==> src/rtl/parking_pkg.sv <==
// Shared widths, limits and the day-tracking state type for the parking statistics block.
package parking_pkg;

    localparam int NUM_HOURS = 8;
    localparam int MAX_OCC   = 3;
    localparam int CNT_W     = 4;
    localparam int HOUR_W    = 3;
    localparam int OCC_W     = 2;

    typedef enum logic {
        COUNTING = 1'b0,
        DONE     = 1'b1
    } stats_state_t;

    function automatic logic [CNT_W-1:0] sat_inc_cnt(input logic [CNT_W-1:0] v);
        return (v == {CNT_W{1'b1}}) ? v : v + CNT_W'(1);
    endfunction

endpackage

==> src/rtl/edge_detect.sv <==
// Rising-edge detector: pulse is high in the cycle where in is 1 and was 0 on the previous edge.
// History resets to 0, so a level already high at reset release yields one pulse.
module edge_detect (
    input  logic clk,
    input  logic reset,
    input  logic in,
    output logic pulse
);

    logic prev_q;
    logic prev_d;

    always_comb begin
        prev_d = in;
    end

    always_ff @(posedge clk or posedge reset) begin
        if (reset) begin
            prev_q <= 1'b0;
        end else begin
            prev_q <= prev_d;
        end
    end

    assign pulse = in & ~prev_q;

endmodule

==> src/rtl/parking_stats.sv <==
// Parking lot statistics: occupancy, per-hour entry counts, rush-hour capture and a registered count read port.
// All outputs come straight from flops; counts and captures freeze once the day is done.
module parking_stats
    import parking_pkg::*;
(
    input  logic              clk,
    input  logic              reset,
    input  logic              hourAdvance,
    input  logic              carEnter,
    input  logic              carExit,
    input  logic              rushStart,
    input  logic              rushEnd,
    input  logic [HOUR_W-1:0] rdAddr,
    output logic [HOUR_W-1:0] hour,
    output logic              dayDone,
    output logic [OCC_W-1:0]  occupancy,
    output logic [HOUR_W-1:0] rushStartHour,
    output logic [HOUR_W-1:0] rushEndHour,
    output logic              rushStartValid,
    output logic              rushEndValid,
    output logic [CNT_W-1:0]  rdData
);

    logic enter_evt;
    logic exit_evt;

    edge_detect u_enter_edge (.clk(clk), .reset(reset), .in(carEnter), .pulse(enter_evt));
    edge_detect u_exit_edge  (.clk(clk), .reset(reset), .in(carExit),  .pulse(exit_evt));

    stats_state_t      state_q, state_d;
    logic [HOUR_W-1:0] hour_q, hour_d;
    logic              day_done_q, day_done_d;
    logic [OCC_W-1:0]  occ_q, occ_d;
    logic [CNT_W-1:0]  entries_q [NUM_HOURS];
    logic [CNT_W-1:0]  entries_d [NUM_HOURS];
    logic [HOUR_W-1:0] rs_hour_q, rs_hour_d;
    logic [HOUR_W-1:0] re_hour_q, re_hour_d;
    logic              rs_vld_q, rs_vld_d;
    logic              re_vld_q, re_vld_d;
    logic [CNT_W-1:0]  rd_data_q, rd_data_d;

    always_comb begin
        state_d    = state_q;
        hour_d     = hour_q;
        day_done_d = day_done_q;
        occ_d      = occ_q;
        entries_d  = entries_q;
        rs_hour_d  = rs_hour_q;
        re_hour_d  = re_hour_q;
        rs_vld_d   = rs_vld_q;
        re_vld_d   = re_vld_q;
        // Read the pre-update array so a same-cycle increment is not visible yet.
        rd_data_d  = entries_q[rdAddr];

        if (enter_evt && !exit_evt && occ_q != OCC_W'(MAX_OCC)) begin
            occ_d = occ_q + OCC_W'(1);
        end else if (exit_evt && !enter_evt && occ_q != '0) begin
            occ_d = occ_q - OCC_W'(1);
        end

        if (state_q == COUNTING) begin
            // Credit uses hour_q, so an entry coincident with the advance lands in the old hour.
            if (enter_evt) begin
                entries_d[hour_q] = sat_inc_cnt(entries_q[hour_q]);
            end
            if (hourAdvance) begin
                if (hour_q == HOUR_W'(NUM_HOURS - 1)) begin
                    state_d    = DONE;
                    day_done_d = 1'b1;
                end else begin
                    hour_d = hour_q + HOUR_W'(1);
                end
            end
            if (rushStart && !rs_vld_q) begin
                rs_hour_d = hour_q;
                rs_vld_d  = 1'b1;
            end
            if (rushEnd && rs_vld_q && !re_vld_q) begin
                re_hour_d = hour_q;
                re_vld_d  = 1'b1;
            end
        end
    end

    always_ff @(posedge clk or posedge reset) begin
        if (reset) begin
            state_q    <= COUNTING;
            hour_q     <= '0;
            day_done_q <= 1'b0;
            occ_q      <= '0;
            for (int i = 0; i < NUM_HOURS; i++) begin
                entries_q[i] <= '0;
            end
            rs_hour_q  <= '0;
            re_hour_q  <= '0;
            rs_vld_q   <= 1'b0;
            re_vld_q   <= 1'b0;
            rd_data_q  <= '0;
        end else begin
            state_q    <= state_d;
            hour_q     <= hour_d;
            day_done_q <= day_done_d;
            occ_q      <= occ_d;
            entries_q  <= entries_d;
            rs_hour_q  <= rs_hour_d;
            re_hour_q  <= re_hour_d;
            rs_vld_q   <= rs_vld_d;
            re_vld_q   <= re_vld_d;
            rd_data_q  <= rd_data_d;
        end
    end

    assign hour           = hour_q;
    assign dayDone        = day_done_q;
    assign occupancy      = occ_q;
    assign rushStartHour  = rs_hour_q;
    assign rushEndHour    = re_hour_q;
    assign rushStartValid = rs_vld_q;
    assign rushEndValid   = re_vld_q;
    assign rdData         = rd_data_q;

endmodule

==> config.mk <==
export PLATFORM = sky130hd
export DESIGN_NAME = parking_stats
export DESIGN_NICKNAME = d
export VERILOG_FILES = /design/src/rtl/parking_pkg.sv /design/src/rtl/edge_detect.sv /design/src/rtl/parking_stats.sv
export SDC_FILE = /design/constraint.sdc
export NUM_CORES = 1
export LEC_CHECK = 0
export ABC_AREA = 1
export BUFFER_PORTS_ARGS = -buffer_cell sky130_fd_sc_hd__buf_4
export CAP_MARGIN = 20
export CELL_PAD_IN_SITES_DETAIL_PLACEMENT = 1
export CELL_PAD_IN_SITES_GLOBAL_PLACEMENT = 1
export CORE_ASPECT_RATIO = 1.5
export CORE_MARGIN = 2
export CORE_UTILIZATION = 43
export DETAILED_ROUTE_END_ITERATION = 12
export PLACE_DENSITY = 0.86
export SYNTH_ARGS = -nofsm -noshare
export SYNTH_HDL_FRONTEND = slang
export SYNTH_HIERARCHICAL = 1
export SYNTH_SLANG_ARGS = --single-unit
==> constraint.sdc <==
create_clock -name clk -period 2 [get_ports clk]
set_input_delay 0.2 -clock clk [delete_from_list [all_inputs] [get_ports clk]]
set_output_delay 0.2 -clock clk [all_outputs]
set_load 0.005 [all_outputs]
## Yosys cells after proc, flatten, opt, wreduce, memory -nomap -nowiden

Cells that the tools add are included.

- $add $sub $neg: 4
- Order comparisons: 3
- Equal/unequal tests: 3
- Multiplexer cells: 15
- Bitwise gates (word level): 8
- Reductions and logical operators: 19

Operators by type and width:

| kind | count |
|---|---|
| $bwmux W32 | 1 |
| $bmux W4 S3 | 2 |
| $mux W4 | 6 |
| $demux W4 S3 | 1 |
| $ge A4 B4 Y1 const B | 2 |
| $logic_and A1 B1 Y1 | 8 |
| $not A3 Y4 | 2 |
| $reduce_and A2 Y1 | 3 |
| $reduce_and A3 Y1 | 2 |
| $add A4 B1 Y4 const B | 1 |
| $eq A4 B4 Y1 const B | 1 |
| $logic_not A1 Y1 | 4 |
| $lt A4 B1 Y1 const B | 1 |
| $mux W2 | 2 |
| $not A1 Y1 | 4 |
| $reduce_bool A2 Y1 | 2 |
| $add A3 B1 Y3 const B | 1 |
| $eq A3 B3 Y1 const B | 1 |
| $mux W1 | 3 |
| $add A2 B1 Y2 const B | 1 |
| $and A1 B1 Y1 | 2 |
| $ne A2 B2 Y1 const B | 1 |
| $sub A2 B1 Y2 const B | 1 |

- Register bits after elaboration: 53
- Output and inout port bits: 18
- Word-level logic and storage cells: 71

## Depth between registers and ports, before layout

- Word-level depth: 7
- Mapped depth: 15
- Gate-level depth less buffers: 13

## Hierarchy

Netlist, hierarchy kept.

By module, submodules not included:

| module | times used | cells each | area an instance (µm²) | seq. area each (µm²) |
|---|---|---|---|---|
| parking_stats | 1 | 386 | 2871.5 | 1276.2 |
| edge_detect | 2 | 4 | 38.8 | 25.0 |

## Worst setup path after synthesis

No wires, ideal clock.

- Path type: flip-flop to flip-flop
- From: register hour_q[0], in the netlist hour[0]
- To: register entries_q[11] (netlist name)
- Setup time: 0.116 ns
- Arrival time: 1.800 ns
- Data required time: 1.884 ns
- Setup slack: 0.083 ns
- Stages on the path, launching flop included: 16
- Path buffers: 2
- Period minus slack after synthesis: 1.917 ns
- Cells stage by stage: dfrtp_1 -> buf_6 -> inv_2 -> buf_4 -> nand2_1 -> nand3_1 -> nand2_1 -> inv_2 -> nand2_2 -> ha_1 -> inv_1 -> o21ai_0 -> nand3_1 -> nand2_2 -> nand2_1 -> nand2_1

- Longest elaborated chain between the ends: 7

Ends and longest elaborated chain:

| item | RTL line | text |
|---|---|---|
| start: declaration | parking_stats.sv:31 | `logic [HOUR_W-1:0] hour_q, hour_d;` |
| start signal: assignment | parking_stats.sv:101 | `hour_q <= hour_d;` |
| $not A3 Y4 (not written as such) (*) | parking_stats.sv:64 | `entries_d[hour_q] = sat_inc_cnt(entries_q[hour_q]);` |
| $bmux W4 S3 | parking_stats.sv:64 |  |
| $mux W4 (not written as such) (2 in series) | parking_stats.sv:64 |  |
| $add A4 B1 Y4 or $eq A4 B4 Y1 (tied branches) | parking_pkg.sv:16 | `return (v == {CNT_W{1'b1}}) ? v : v + CNT_W'(1);` |
| $mux W4 | parking_pkg.sv:16 |  |
| $bwmux W32 (*) | parking_stats.sv:64 |  |
| end signal: assignment | parking_stats.sv:104 | `entries_q <= entries_d;` |
| end: declaration | parking_stats.sv:34 | `logic [CNT_W-1:0] entries_q [NUM_HOURS];` |

Mark *: on every way between the ends. The rest lies on a longest branch, timed or not. The select of a mux whose other input is x is not followed.
A chain may end at the register's enable or synchronous reset.

## Final worst setup path

- From: register hour_q[2], in the netlist hour[2]
- To: register entries_q[30] (netlist name)

The elaborated chain is that of the path after synthesis.

==> metrics.txt <==
outcome=finished clean; WL per Instance=17.8 um; post-layout minimum cycle time=1.92 ns; PwrDens=583 nW/um^2; final hold violations=0; Place WS=-0.0845 ns; post-synthesis cell type count=26; DP Cell Count=508; DRT iter0 DRCs=193; logic gate share of total power=10.5%; sw frac=25.2%; Overflow after GRT=0; global-route wire length before repair=14600 um; Setup WS post-layout=0.0830 ns; Syn. warnings=6; hold path cells=3; Routed WL=9320 um; Seq pwr share=54.5%; total track usage=25.0%; placed cell areas=3320 sq um; Post-Syn Instances=394; Site Rows=37; leak pwr=1.92 nW; Final Slew Violations=0; Slew @ Worst Pin=0.512 ns; Starting Density=43.6%; final hold slack=0.122 ns; fmax=522 MHz; worst-skew pair later-pin latency=0.32 ns; CTS tree=built; Avg Inst Size Synth=7.48 sq um; Via-to-Cell Ratio=5.29; PortBufs=27; DR pass1 iterations=4; maximum vdd ir drop=0.000344 V; via count=2772; Detailed Place HPWL=6770 um; number of global-route vias before repair=2970; CP cell instances=buf_4 -> nor2_4 -> buf_4 -> nand3_1 -> nand2_2 -> inv_1 -> nand2_1 -> nand2_2 -> o21ai_4 -> buf_6 -> o21ai_2; Arr. time, crit path=2.12 ns; Layout Nets=459; Setup CP Type=register to register; die footprint=7550 sq um; Reg2Reg Depth=11; Max Buffers Root-to-Sink=2; Post-Layout Cell Count=524; Critical Path Max Stage Delay=0.48 ns; Die H=105 um; commonest cells after routing, fill and taps aside=nand2_1, inv_1, dfrtp_1; sequential-to-total area share from yosys stat=45.0%; final setup violation count=0; startpoint types=register; CP Max Fanout=6; ANT cells=0; Root Driver=clkbuf_8; initial antenna violation count=0; DRC=0; Worst Path Required=2.21 ns; Hold Crit Class=primary input to register; synthesized cell area=2950 sq um; Final Cycle Share=95.9%; pin count of the biggest net entering global routing=24; Sink Count=53; Core ar.=6760 sq um; max-cap viol count=0; share of layout cells above drive strength 1=23.1%; Num CTS Buffers=5; Crit. End Element=register; commonest non-fill, non-tap cell in the layout=nand2_1; Ports=28; Max H-tree Level=2; number of synthesized register bits=53; design area=3590 sq um; skew final=0.00841 ns; final antenna-violating net count=0; Slowest-stage cell, CP=dfrtp_2; clk slew on worst S/H paths=0.09 ns; DIE WIDTH=71.6 um; Psw=0.527 mW; Clock Power Share=35.1%; routability cong.=0.907; relative max-transition margin=65.8%; Net Count, Synth=407; P_int=1.57 mW; Layout area overhead=21.8%
==> flip-flops by register name, indices dropped and copies added, names as in the netlist <==
name and count:
rushEndHour 3, hour 3, rushStartHour 3, rushEndValid 1, rdData 4, u_exit_edge/prev_q 1
rushStartValid 1, state_q 1, u_enter_edge/prev_q 1, occupancy 2, dayDone 1, entries_q 32
==> power by group through the flow <==
| stage | clock network [mW] | registers [mW] | logic [mW] |
|---|---|---|---|
| 2_1_floorplan | 0 | 1.16 | 0.108 |
| 3_3_place_gp | 0 | 1.16 | 0.200 |
| 3_5_place_dp | 0 | 1.16 | 0.209 |
| 4_1_cts | 0.743 | 1.14 | 0.217 |
| 5_1_grt | 0.784 | 1.14 | 0.243 |
| 6_report | 0.734 | 1.14 | 0.219 |
==> per-layer routing <==
metal / share of wire [%] / GRT usage [%] / wire length [um]
met1: 38 / 27.7 / 3560
met2: 54 / 45.2 / 5020
met3: 3.2 / 3.63 / 294
met4: 4.7 / 12.1 / 442
met5: 0 / 0 / 0
==> Yosys cell counts <==
master    instances  area, sq um
nand4_1           1         6.26
nand2_4           2         22.5
nand2_1         124          465
nand2_2           6         37.5
inv_2             6         22.5
nor2_2            2         12.5
nor2_4            3         33.8
buf_4             2         15.0
o21ai_0          25          125
nand3_1          36          180
nand3b_4          1         20.0
a31o_2            1         8.76
ha_1              3         37.5
a21oi_1          19         95.1
nor2_8            1         20.0
dfrtp_1          53         1330
a31oi_1           4         25.0
o21ai_4           1         16.3
buf_6             2         22.5
xor2_1            2         17.5
inv_1            65          244
nand4_4           1         21.3
nand3_2           1         10.0
nor2_1           22         82.6
o21ai_2           8         70.1
clkbuf_1          3         11.3
==> area by class of cell <==
type | count | area, sq um
Fill cell | 854 | 3170
Sequential cell | 53 | 1330
Clock inverter | 2 | 35.0
Clock buffer | 5 | 68.8
Timing Repair Buffer | 52 | 418
Inverter | 71 | 272
Tap cell | 78 | 97.6
Multi-Input combinational cell | 263 | 1370
==> final timing paths <==
| check | start | endpoint | slack (ns) |
|---|---|---|---|
| min in group asynchronous | reset | u_exit_edge/prev_q | 0.30 |
| worst max register to register | hour[2] | entries_q[30] | 0.08 |
| worst min-delay path | hourAdvance | state_q | 0.12 |
| max in group asynchronous | reset | entries_q[30] | 0.89 |
| worst min register to register | dayDone | dayDone | 0.48 |
| worst max-delay path | hour[2] | entries_q[30] | 0.08 |
==> repair_timing <==
| item | 4_1_cts | 5_1_grt |
|---|---|---|
| pin swaps | 1 | 7 |
| resized for setup | 5 | 20 |
| hold buffers | 3 | 0 |
| cloned | 0 | 0 |
| endpoints found under the setup margin | 32 | 32 |
| setup buffers | 2 | 4 |
| endpoints found under the hold margin | 25 | 0 |
==> per-stage QoR <==
step	TNS, ns	util [%]	total power [mW]
detailed placement	-1.42	49.1	1.37
global placement	0	49.1	1.36
floorplan	0	-	1.26
global route	-0.146	53.1	2.17
CTS	0	51.5	2.10
finish	0	53.1	2.09
==> kinds of logic (layout without fill, tap and decap cells) <==
kind of cell / count (synthesis) / count (layout) / share of synthesized area (%)
buf+inv: 78 / 130 / 10.7
compound gates: 58 / 58 / 11.5
simple gates: 200 / 200 / 30.9
xor+xnor: 2 / 2 / 0.594
flops: 53 / 53 / 45.0
fa+ha+maj: 3 / 3 / 1.27
==> critical path: cells and delay by family (launching register included) <==
family / cells / cell delay [ns]
AOI/OAI and AO/OA: 2 / 0.24
buffers and inverters: 4 / 0.53
DFF: 1 / 0.48
and+or+nand+nor: 5 / 0.56
No activity file was read; power rests on OpenSTA's default activity.
